==> config.mk <==
export PLATFORM = sky130hd
export DESIGN_NAME = mem_port_arbiter
export DESIGN_NICKNAME = d
export VERILOG_FILES = /design/src/rtl/mem_port_arbiter_pkg.sv /design/src/rtl/mem_port_arbiter_next_state.sv /design/src/rtl/mem_port_arbiter.sv
export SDC_FILE = /design/constraint.sdc
export NUM_CORES = 1
export LEC_CHECK = 0
export BUFFER_PORTS_ARGS = -buffer_cell sky130_fd_sc_hd__clkbuf_2
export CAP_MARGIN = 0
export CORE_MARGIN = 8
export CORE_UTILIZATION = 35
export CTS_CLUSTER_SIZE = 12
export DETAILED_ROUTE_END_ITERATION = 7
export PLACE_DENSITY_LB_ADDON = 0.2
export SLEW_MARGIN = 10
export SYNTH_ARGS = -nofsm -noshare
export SYNTH_HDL_FRONTEND = slang
export SYNTH_SLANG_ARGS = --single-unit
==> constraint.sdc <==
create_clock -name clk -period 2.5 [get_ports clk]
set_input_delay 0.125 -clock clk [delete_from_list [all_inputs] [get_ports clk]]
set_output_delay 0.125 -clock clk [all_outputs]
set_load 0.005 [all_outputs]
==> src/rtl/mem_port_arbiter_pkg.sv <==
// Shared constants for the instruction/data memory port arbiter:
// state encodings, port identifiers and the latched request record.
package mem_port_arbiter_pkg;

    localparam int ADDR_W = 16;
    localparam int DATA_W = 16;

    typedef enum logic [1:0] {
        ST_IDLE    = 2'b00,
        ST_BUSY_I  = 2'b01,
        ST_BUSY_D  = 2'b10,
        ST_ILLEGAL = 2'b11
    } state_t;

    typedef enum logic {
        PORT_I = 1'b0,
        PORT_D = 1'b1
    } port_t;

    typedef struct packed {
        logic              rd;
        logic              wr;
        logic [ADDR_W-1:0] addr;
        logic [DATA_W-1:0] data;
    } req_t;

    function automatic port_t other_port(input port_t p);
        return (p == PORT_I) ? PORT_D : PORT_I;
    endfunction

endpackage

==> src/rtl/mem_port_arbiter_next_state.sv <==
// Combinational next-state and grant selection for the memory port arbiter.
// A data request with both rd and wr set is never granted.
module mem_port_arbiter_next_state
    import mem_port_arbiter_pkg::*;
#(
    parameter bit FIXED_PRIO = 1'b0
) (
    input  state_t state,
    input  port_t  last_grant,
    input  logic   i_rd,
    input  logic   d_rd,
    input  logic   d_wr,
    input  logic   m_done,
    output state_t next_state,
    output logic   grant_valid,
    output port_t  grant_port,
    output logic   illegal_op,
    output logic   illegal_state
);

    logic d_valid;

    assign d_valid    = d_rd ^ d_wr;
    assign illegal_op = d_rd & d_wr;

    always_comb begin
        next_state    = ST_IDLE;
        grant_valid   = 1'b0;
        grant_port    = PORT_I;
        illegal_state = 1'b0;
        case (state)
            ST_IDLE: begin
                if (i_rd && d_valid) begin
                    grant_valid = 1'b1;
                    grant_port  = FIXED_PRIO ? PORT_D : other_port(last_grant);
                end else if (i_rd) begin
                    grant_valid = 1'b1;
                    grant_port  = PORT_I;
                end else if (d_valid) begin
                    grant_valid = 1'b1;
                    grant_port  = PORT_D;
                end
                if (grant_valid) begin
                    next_state = (grant_port == PORT_D) ? ST_BUSY_D : ST_BUSY_I;
                end
            end
            ST_BUSY_I: next_state = m_done ? ST_IDLE : ST_BUSY_I;
            ST_BUSY_D: next_state = m_done ? ST_IDLE : ST_BUSY_D;
            default: begin
                illegal_state = 1'b1;
                next_state    = ST_IDLE;
            end
        endcase
    end

endmodule

==> src/rtl/mem_port_arbiter.sv <==
// Arbitrates an instruction-fetch port and a data port onto one shared memory
// system; the granted request is latched and replayed until m_done.
module mem_port_arbiter
    import mem_port_arbiter_pkg::*;
#(
    parameter bit FIXED_PRIO = 1'b0
) (
    input  logic              clk,
    input  logic              rst,
    input  logic [ADDR_W-1:0] i_addr,
    input  logic              i_rd,
    input  logic [ADDR_W-1:0] d_addr,
    input  logic [DATA_W-1:0] d_data_in,
    input  logic              d_rd,
    input  logic              d_wr,
    input  logic [DATA_W-1:0] m_data_out,
    input  logic              m_done,
    input  logic              m_cache_hit,
    input  logic              m_err,
    output logic [ADDR_W-1:0] m_addr,
    output logic [DATA_W-1:0] m_data_in,
    output logic              m_rd,
    output logic              m_wr,
    output logic [DATA_W-1:0] i_data_out,
    output logic [DATA_W-1:0] d_data_out,
    output logic              i_done,
    output logic              d_done,
    output logic              i_stall,
    output logic              d_stall,
    output logic              i_cache_hit,
    output logic              d_cache_hit,
    output logic              err
);

    state_t state_q;
    state_t next_state;
    port_t  last_grant_q;
    port_t  grant_port;
    req_t   req_q;
    req_t   grant_req;
    logic   grant_valid;
    logic   illegal_op;
    logic   illegal_state;
    logic   busy_i;
    logic   busy_d;
    logic   xfer_done;

    mem_port_arbiter_next_state #(
        .FIXED_PRIO (FIXED_PRIO)
    ) u_next_state (
        .state         (state_q),
        .last_grant    (last_grant_q),
        .i_rd          (i_rd),
        .d_rd          (d_rd),
        .d_wr          (d_wr),
        .m_done        (m_done),
        .next_state    (next_state),
        .grant_valid   (grant_valid),
        .grant_port    (grant_port),
        .illegal_op    (illegal_op),
        .illegal_state (illegal_state)
    );

    // Instruction fetches are always reads with no write data.
    always_comb begin
        grant_req = '0;
        if (grant_port == PORT_D) begin
            grant_req.rd   = d_rd;
            grant_req.wr   = d_wr;
            grant_req.addr = d_addr;
            grant_req.data = d_data_in;
        end else begin
            grant_req.rd   = 1'b1;
            grant_req.addr = i_addr;
        end
    end

    assign xfer_done = ((state_q == ST_BUSY_I) || (state_q == ST_BUSY_D)) && m_done;

    always_ff @(posedge clk) begin
        if (rst) begin
            state_q      <= ST_IDLE;
            last_grant_q <= PORT_I;
            req_q        <= '0;
        end else begin
            state_q <= next_state;
            if (grant_valid) begin
                last_grant_q <= grant_port;
                req_q        <= grant_req;
            end else if (xfer_done) begin
                req_q <= '0;
            end
        end
    end

    // Every output is forced low while reset is held so an abandoned
    // transaction can never signal completion.
    assign busy_i = !rst && (state_q == ST_BUSY_I);
    assign busy_d = !rst && (state_q == ST_BUSY_D);

    always_comb begin
        m_rd        = 1'b0;
        m_wr        = 1'b0;
        m_addr      = '0;
        m_data_in   = '0;
        i_done      = 1'b0;
        d_done      = 1'b0;
        i_data_out  = '0;
        d_data_out  = '0;
        i_cache_hit = 1'b0;
        d_cache_hit = 1'b0;
        if (busy_i || busy_d) begin
            m_rd      = req_q.rd;
            m_wr      = req_q.wr;
            m_addr    = req_q.addr;
            m_data_in = req_q.data;
        end
        if (busy_i && m_done) begin
            i_done      = 1'b1;
            i_data_out  = m_data_out;
            i_cache_hit = m_cache_hit;
        end
        if (busy_d && m_done) begin
            d_done      = 1'b1;
            d_data_out  = m_data_out;
            d_cache_hit = m_cache_hit;
        end
    end

    assign i_stall = !rst && i_rd && !(busy_i && m_done);
    assign d_stall = !rst && (d_rd || d_wr) && !(busy_d && m_done);
    assign err     = !rst && (m_err || illegal_op || illegal_state);

endmodule

==> impl_metrics.csv, run 1 <==
group,metric,value,unit
place,dp_hpwl,4960,um
clock_network,clkSinkCount,37,
setup_path,r2r-start,"state_q[0]",
setup_path,reg2reg_depth,5,
drt,post_drt_wl_per_cell,15.0,um
synthesis,synth_top_cell_by_area,"dfxtp_1",
layout,areaGrowthSynthToFinish,41.1,%
layout,fin_cells,414,
timing,hold_viol_final,0,
drt,vias_per_cell,4.75,
timing,finalSetupViolations,0,
clock_network,clk_pin_slew,0.08,ns
global_routing,antenna_found_initial,0,
synthesis,synth_edf_count,0,
clock_network,clock_latency,0.29,ns
synthesis,syn-instance-count,203,
place,gp_congestion,0.722,
setup_path,startpoint,"state_q[1]",
timing,slew-limit-headroom,0.347,
layout,layout_commonest_cell,"clkbuf_2",
drt,drc,0,
drt,wirelength,6230,um
die,core_area,5470,um^2
layout,nets,419,
layout,antenna_cells,0,
timing,skew,0.00614,ns
setup_path,r2r_setup_slack,0.53,ns
synthesis,synth_flop_cell,"dfxtp_1",
drt,vias,1966,
die,die_h,91.2,um
die,die_w,91.2,um
global_routing,grt_pass1_wl,10000,um
synthesis,ys_seq_elements,37,
synthesis,yosysWarnings,0,
clock_network,cts_resized,0,
synthesis,yosys.area.top_type_share,0.374,
layout,finish.utilization,0.511,
setup_path,critPathSlowestCell,"nor2_2",
clock_network,post_cts_buffers,0,
global_routing,grt_max_degree,35,
timing,tightest_slew,0.978,ns
status,status,"finished clean",
setup_path,slowest_delay,0.73,ns
drt,initialDrtViolationCount,59,
timing,max_freq,457,MHz
synthesis,synth_area_per_cell,9.76,um^2
global_routing,grt_pass1_vias,2031,
clock_network,cts_tree,"built",
setup_path,path_cells,"inv_1 > ha_1 > nor2_1 > nor2_2 > and2_1 > clkbuf_2",
global_routing,grt_overflow,0,
synthesis,synthesis.nets,281,
die,initial_core_util,0.362,
clock_network,cts_root_buf,"clkbuf_8",
timing,rsz0062_at_grt,"no",
clock_network,cts_hold_buf,0,
setup_path,worstPathRequired,2.38,ns
setup_path,critPathMaxFanout,34,
setup_path,critical_path_arrival,2.06,ns
setup_path,reg2reg_to,"req_q[2]",
synthesis,synth_cell_types,28,
clock_network,h-tree-depth,2,
timing,post-route-period-util,0.875,
die,io_pins,145,
power,vdd_drop_max,246,uV
setup_path,path_class,"flop to output port",
power,power_density,529,nW/um^2
hold_path,hp-class,"input port to flop",
run,cap_violations,0,
setup_path,cp-end-kind,"output port",
setup_path,endpoint,"m_data_in[0]",
die,rows,27,
power,p_leak,1.54,nW
synthesis,synth-seq-area-share,0.374,
clock_network,clock_path_buffers,2,
global_routing,grt_usage,0.145,
synthesis,async_flop_share,0,
setup_path,start_kind,"flop",
drt,postRouteAntennaNets,0,
timing,finalMaxSlewViolations,0,
timing,fin_setup_tns,0,ns
place,dpl.cell_count,406,
die,dieArea,8320,um^2
synthesis,syn-cell-area,1980,um^2
clock_network,numCtsBuffers,5,
timing,min_period,2.19,ns
layout,mostFrequentLayoutCells,"clkbuf_2 (144), and2_1 (69), dfxtp_1 (37)",
place,io_buffers,144,
synthesis,synthTopCellsByArea,"dfxtp_1 (37%), and2_1 (22%), a22o_1 (8.4%)",
drt,first_pass_iters,4,
layout,drive_gt1_frac,0.477,
[worst min path at each step]
stage / start / depth (start not counted) / endpoint
floorplan: i_rd / 1 / last_grant_q
global placement: d_data_in[0] / 2 / req_q[0]
detailed placement: d_data_in[3] / 2 / req_q[3]
CTS: d_data_in[0] / 2 / req_q[0]
global route: d_data_in[8] / 2 / req_q[8]
finish: d_data_in[0] / 2 / req_q[0]
[synth_stat cells, types with 2 or more instances]
cell type   n
nor3_1      4
buf_6       4
clkbuf_1    4
nor3b_4     2
ha_1        6
and3_1     15
a22o_1     19
buf_4       2
dfxtp_1    37
inv_1       4
nor2_1      3
and2_1     69
a221o_1    16
buf_2       4
[layout make-up]
cell class / instances / area [um^2]
clock buffer: 6 / 82.6
clock inverter: 2 / 13.8
fill: 556 / 2680
inverter: 5 / 18.8
multi-input combinational: 146 / 1110
sequential: 37 / 741
tap: 72 / 90.1
timing repair buffer: 146 / 736
[state kept, by name, indices dropped and copies added (netlist names)]
name          flops
last_grant_q      1
req_q            34
state_q           2
[report_power, final]
group	switching (mW)	total (mW)	internal, mW
clock network	0.217	0.441	0.223
registers	0.0367	0.698	0.661
logic	0.171	0.341	0.170
total	0.425	1.48	1.05
[worst max-delay path, delay by kind of cell (launching register included)]
kind          cells  cell delay [ns]
simple gates      3             1.04
fa+ha+maj         1             0.20
flops             1             0.33
buf+inv           2             0.20
[cells by family after synthesis]
logic type,share of synthesized area
buffers and inverters,0.0651
AND/OR/NAND/NOR,0.323
flip-flops,0.374
adder cells (fa/ha/maj),0.0379
AO/OA/AOI/OAI,0.200
[routing by layer]
layer / track usage / share of wire / up-vias
li1: - / - / 995
met1: 0.168 / 0.43 / 865
met2: 0.223 / 0.44 / 96
met3: 0.0774 / 0.12 / 10
met4: 0.0505 / 0.019 / 0
met5: 0 / 0 / -
[per-stage QoR]
step | hold WS, ns | power, mW | setup WS [ns] | area [um^2]
floorplan | 0.240 | 0.931 | 0.862 | 1980
global route | 0.0268 | 1.56 | 0.0715 | 2800
global placement | 0.336 | 1.06 | 0.552 | 2700
detailed placement | 0.340 | 1.06 | 0.511 | 2700
CTS | 0.0316 | 1.50 | 0.249 | 2800
finish | 0.0394 | 1.48 | 0.313 | 2800
No activity file was read; power rests on OpenSTA's default activity.
==> run 2: changes to the inputs <==
- PLACE_DENSITY_LB_ADDON: 0.2 -> 0.1
==> run 2 against run 1 <==
Wire length increased by 1.4%; die area unchanged; final area about the same; non-clock buffer count increased by 1; power decreased by 2.2%; worst setup slack improved by 0.024 ns; sequential share of layout area about the same; fmax increased by 1.1%; count of clock-buffer cells in the layout decreased by 1; largest power group unchanged; highest routed layer unchanged.
==> impl_metrics.csv, run 2 (synthesis results as in run 1) <==
group,metric,value,unit
layout,areaGrowthSynthToFinish,41.0,%
setup_path,r2r_setup_slack,0.54,ns
clock_network,post_cts_buffers,0,
drt,postRouteAntennaNets,0,
clock_network,numCtsBuffers,5,
global_routing,grt_overflow,0,
power,p_leak,1.53,nW
drt,initialDrtViolationCount,47,
hold_path,min_path_cells,2,
drt,drc,0,
die,die_w,91.2,um
drt,vias,2008,
die,io_pins,145,
status,status,"finished clean",
setup_path,reg2reg_to,"req_q[14]",
die,die_h,91.2,um
layout,largest_reg_flops,34,
global_routing,grt_max_degree,35,
global_routing,antenna_found_initial,0,
place,dp_hpwl,5040,um
timing,tightest_slew,0.957,ns
clock_network,clkSinkCount,37,
place,postPlaceCellArea,2710,um^2
clock_network,cts_root_buf,"clkbuf_8",
hold_path,hp-start,"d_data_in[15]",
die,rows,27,
drt,route.met2.wl,2850,um
hold_path,hp-class,"input port to flop",
layout,largest_registers,"req_q: 34 flops, state_q: 2 flops, last_grant_q: 1 flops",
setup_path,reg2reg_depth,5,
timing,rsz0062_at_grt,"no",
setup_path,slowest_delay,0.71,ns
timing,skew,0.00391,ns
clock_network,cts_hold_buf,0,
power,power_density,518,nW/um^2
place,gp_congestion,0.754,
layout,mostFrequentLayoutCells,"clkbuf_2 (144), and2_1 (69), dfxtp_1 (37)",
clock_network,h-tree-depth,2,
drt,wirelength,6320,um
run,cap_violations,0,
clock_network,cts_tree,"built",
setup_path,critical_path_arrival,2.04,ns
timing,fin_setup_tns,0,ns
setup_path,path_class,"flop to output port",
setup_path,critPathMaxFanout,34,
drt,vias_per_cell,4.84,
die,initial_core_util,0.362,
layout,regMostFlops,"req_q",
layout,nets,420,
global_routing,grt_usage,0.154,
layout,layout_commonest_cell,"clkbuf_2",
drt,wl_met3,810,um
timing,min_period,2.16,ns
setup_path,worstPathRequired,2.38,ns
timing,finalMaxSlewViolations,0,
drt,post_drt_wl_per_cell,15.2,um
die,core_area,5470,um^2
timing,slew-limit-headroom,0.361,
hold_path,min_to,"req_q[15]",
layout,final_cell_area,2790,um^2
timing,max_freq,462,MHz
setup_path,start_kind,"flop",
setup_path,r2r-start,"state_q[0]",
setup_path,startpoint,"state_q[0]",
timing,hold_viol_final,0,
clock_network,clk_pin_slew,0.07,ns
global_routing,grt_pass1_vias,2194,
drt,top_layer,"met4",
setup_path,path_cells,"inv_1 > ha_1 > nor2_1 > nor2_2 > and2_1 > clkbuf_2",
clock_network,clock_latency,0.28,ns
setup_path,cp-end-kind,"output port",
drt,first_pass_iters,4,
drt,drt-met1-wl,2580,um
timing,finalSetupViolations,0,
setup_path,critPathSlowestCell,"nor2_2",
power,vdd_drop_max,221,uV
layout,antenna_cells,0,
layout,drive_gt1_frac,0.478,
place,io_buffers,144,
die,dieArea,8320,um^2
timing,post-route-period-util,0.865,
clock_network,cts_resized,0,
global_routing,grt_pass1_wl,10500,um
clock_network,clock_path_buffers,2,
-- run 2: cell count changes in the layout (fill, tap and decap cells not counted), sizes merged --
cell and delta:
buf +1, clkbuf -1, clkinvlp +1
-- run 2: final cells by class --
| class | instances | area, um^2 |
|---|---|---|
| sequential | 37 | 741 |
| clock inverter | 3 | 17.5 |
| timing repair buffer | 147 | 743 |
| multi-input combinational | 146 | 1110 |
| clock buffer | 5 | 68.8 |
| fill | 547 | 2680 |
| inverter | 5 | 18.8 |
| tap | 72 | 90.1 |
-- run 2: how the worst max path moves through the flow --
| stage | endpoint | slack [ns] | cells after the start |
|---|---|---|---|
| after floorplan | req_q[16] | 0.86 | 7 |
| after global placement | req_q[4] | 0.57 | 5 |
| after detailed placement | req_q[9] | 0.55 | 5 |
| after CTS | m_data_in[15] | 0.24 | 6 |
| after global routing | m_addr[15] | 0.01 | 6 |
| final | m_data_in[15] | 0.34 | 6 |
-- run 2: report_power, final --
| group | total (mW) | internal [mW] | switching, mW |
|---|---|---|---|
| Combinational | 0.345 | 0.173 | 0.172 |
| Clock | 0.404 | 0.192 | 0.212 |
| Sequential | 0.698 | 0.662 | 0.0361 |
-- run 2: worst max-delay path: cells and delay by family (launching register included) --
| family | cells | cell delay [ns] |
|---|---|---|
| fa+ha+maj | 1 | 0.19 |
| flops | 1 | 0.33 |
| buf+inv | 2 | 0.19 |
| simple gates | 3 | 1.01 |
-- run 2: per-layer routing --
layer | global-route usage | vias to the layer above
li1 | - | 997
met1 | 0.163 | 892
met2 | 0.253 | 113
met3 | 0.0889 | 6
met4 | 0.0491 | 0
met5 | 0 | -
-- run 2: per-stage QoR --
step	total power [mW]	utilization	worst slack [ns]	hold slack [ns]	cells
6_report	1.45	0.510	0.337	0.0457	415
5_1_grt	1.54	0.510	0.0145	0.0302	415
4_1_cts	1.47	0.510	0.240	0.0343	415
3_3_place_gp	1.06	0.495	0.572	0.335	407
3_5_place_dp	1.06	0.495	0.551	0.339	407
2_1_floorplan	0.931	-	0.862	0.240	203
==> run 3: changes to the inputs <==
--- a/config.mk
+++ b/config.mk
@@ -13,3 +13,3 @@
 export DETAILED_ROUTE_END_ITERATION = 7
-export PLACE_DENSITY_LB_ADDON = 0.1
+export PLACE_DENSITY = 0.71
 export SLEW_MARGIN = 10
--- a/constraint.sdc
+++ b/constraint.sdc
@@ -3,2 +3,2 @@
 set_output_delay 0.125 -clock clk [all_outputs]
-set_load 0.005 [all_outputs]
+set_load 0.1 [all_outputs]
==> run 3 against run 2 <==
Critical path depth fell by 1; clock skew rose by 0.0037 ns; non-clock buffer count did not move; sequential share of layout area fell by 1.6 points; final area rose by 6.5%; final cell count did not move; clock power barely moved; hold slack improved by 0.0081 ns; sequential power barely moved; worst setup slack got worse by 0.080 ns; register-to-register slack barely moved; critical endpoint is now d_data_out[10].
==> impl_metrics.csv, run 3 (synthesis results as in run 1) <==
group,metric,value,unit
die,core_area,5470,um^2
timing,tightest_slew,0.630,ns
setup_path,path_class,"flop to output port",
layout,largest_reg_flops,34,
timing,rsz0062_at_grt,"no",
timing,hold_ws,0.0537,ns
hold_path,hp-class,"input port to flop",
status,status,"finished clean",
place,io_buffers,144,
die,die_w,91.2,um
drt,post_drt_wl_per_cell,15.1,um
setup_path,start_kind,"flop",
global_routing,antenna_found_initial,0,
timing,hold_viol_final,0,
clock_network,clkSinkCount,37,
die,rows,27,
layout,multi_input_area,1120,um^2
layout,nets,420,
timing,finalMaxSlewViolations,0,
die,initial_core_util,0.362,
place,gp_congestion,0.765,
timing,fin_setup_tns,0,ns
drt,first_pass_iters,4,
clock_network,clock_latency,0.28,ns
drt,vias_per_cell,4.81,
run,cap_violations,0,
layout,antenna_cells,0,
clock_network,post_cts_buffers,0,
global_routing,grt_pass1_wl,10100,um
timing,post-route-period-util,0.897,
timing,min_period,2.24,ns
layout,regMostFlops,"req_q",
drt,top_layer,"met4",
clock_network,clock_path_buffers,2,
layout,areaGrowthSynthToFinish,50.2,%
power,p_leak,1.58,nW
drt,wl_met3,621,um
timing,finalSetupViolations,0,
layout,final_cell_area,2980,um^2
layout,ff_latch_area,741,um^2
setup_path,cp-end-kind,"output port",
clock_network,cts_hold_buf,0,
place,postPlaceCellArea,2890,um^2
global_routing,grt_usage,0.145,
layout,n_fill_cell,524,
layout,mostFrequentLayoutCells,"clkbuf_2 (110), and2_1 (69), dfxtp_1 (37)",
layout,layout_commonest_cell,"clkbuf_2",
setup_path,critPathMaxFanout,19,
die,io_pins,145,
power,power_density,569,nW/um^2
drt,drc,0,
timing,slew-limit-headroom,0.580,
die,dieArea,8320,um^2
global_routing,grt_max_degree,35,
clock_network,clk_pin_slew,0.08,ns
global_routing,grt_overflow,0,
layout,drive_gt1_frac,0.484,
clock_network,cts_resized,0,
timing,skew,0.00764,ns
layout,largest_registers,"req_q: 34 flops, state_q: 2 flops, last_grant_q: 1 flops",
power,vdd_drop_max,245,uV
drt,wirelength,6260,um
setup_path,worstPathRequired,2.38,ns
drt,initialDrtViolationCount,91,
clock_network,cts_tree,"built",
global_routing,grt_pass1_vias,2119,
clock_network,cts_root_buf,"clkbuf_8",
drt,route.met2.wl,2950,um
setup_path,r2r_setup_slack,0.55,ns
clock_network,h-tree-depth,2,
die,die_h,91.2,um
drt,drt-met1-wl,2580,um
drt,postRouteAntennaNets,0,
setup_path,critical_path_arrival,2.12,ns
place,dp_hpwl,5000,um
drt,vias,1995,
clock_network,numCtsBuffers,5,
timing,max_freq,446,MHz
==> run 3: path summary, 6_finish.rpt <==
path,start,to,depth (start not counted)
worst min-delay path,d_data_in[13],req_q[13],2
worst min register to register,req_q[9],req_q[9],1
worst max register to register,state_q[0],req_q[1],5
worst max-delay path,state_q[0],d_data_out[10],5
==> run 3: power breakdown <==
part	internal [mW]	leakage (nW)	switching [mW]
clock	0.192	0.0439	0.210
combinational	0.191	1.24	0.403
sequential	0.662	0.304	0.0360
total	1.05	1.58	0.649
==> run 3: final cells by class <==
class / instances / share of cell area
multi-input combinational: 146 / 0.378
inverter: 5 / 0.00631
clock buffer: 5 / 0.0231
clock inverter: 3 / 0.00589
sequential: 37 / 0.249
tap: 72 / 0.0303
timing repair buffer: 147 / 0.308
==> run 3: stage by stage <==
step	setup WS (ns)	std cells	util	power, mW
after detailed placement	0.516	407	0.528	1.31
final	0.257	415	0.544	1.69
after CTS	0.168	415	0.544	1.71
after global placement	0.585	407	0.528	1.30
after global routing	0.0666	415	0.544	1.78
after floorplan	0.0172	203	-	1.16
==> run 3: worst max-delay path, stage by stage, from the launching register on <==
cell and delay (ns):
dfxtp_1 0.33, inv_1 0.09, ha_1 0.20, nor3b_4 0.54
and2_1 0.22, clkbuf_2 0.46
==> run 3: layer usage <==
layer / vias to the layer above / track usage
met5: - / 0
met4: 0 / 0.0505
met3: 8 / 0.0650
met2: 96 / 0.248
met1: 898 / 0.156
li1: 993 / -
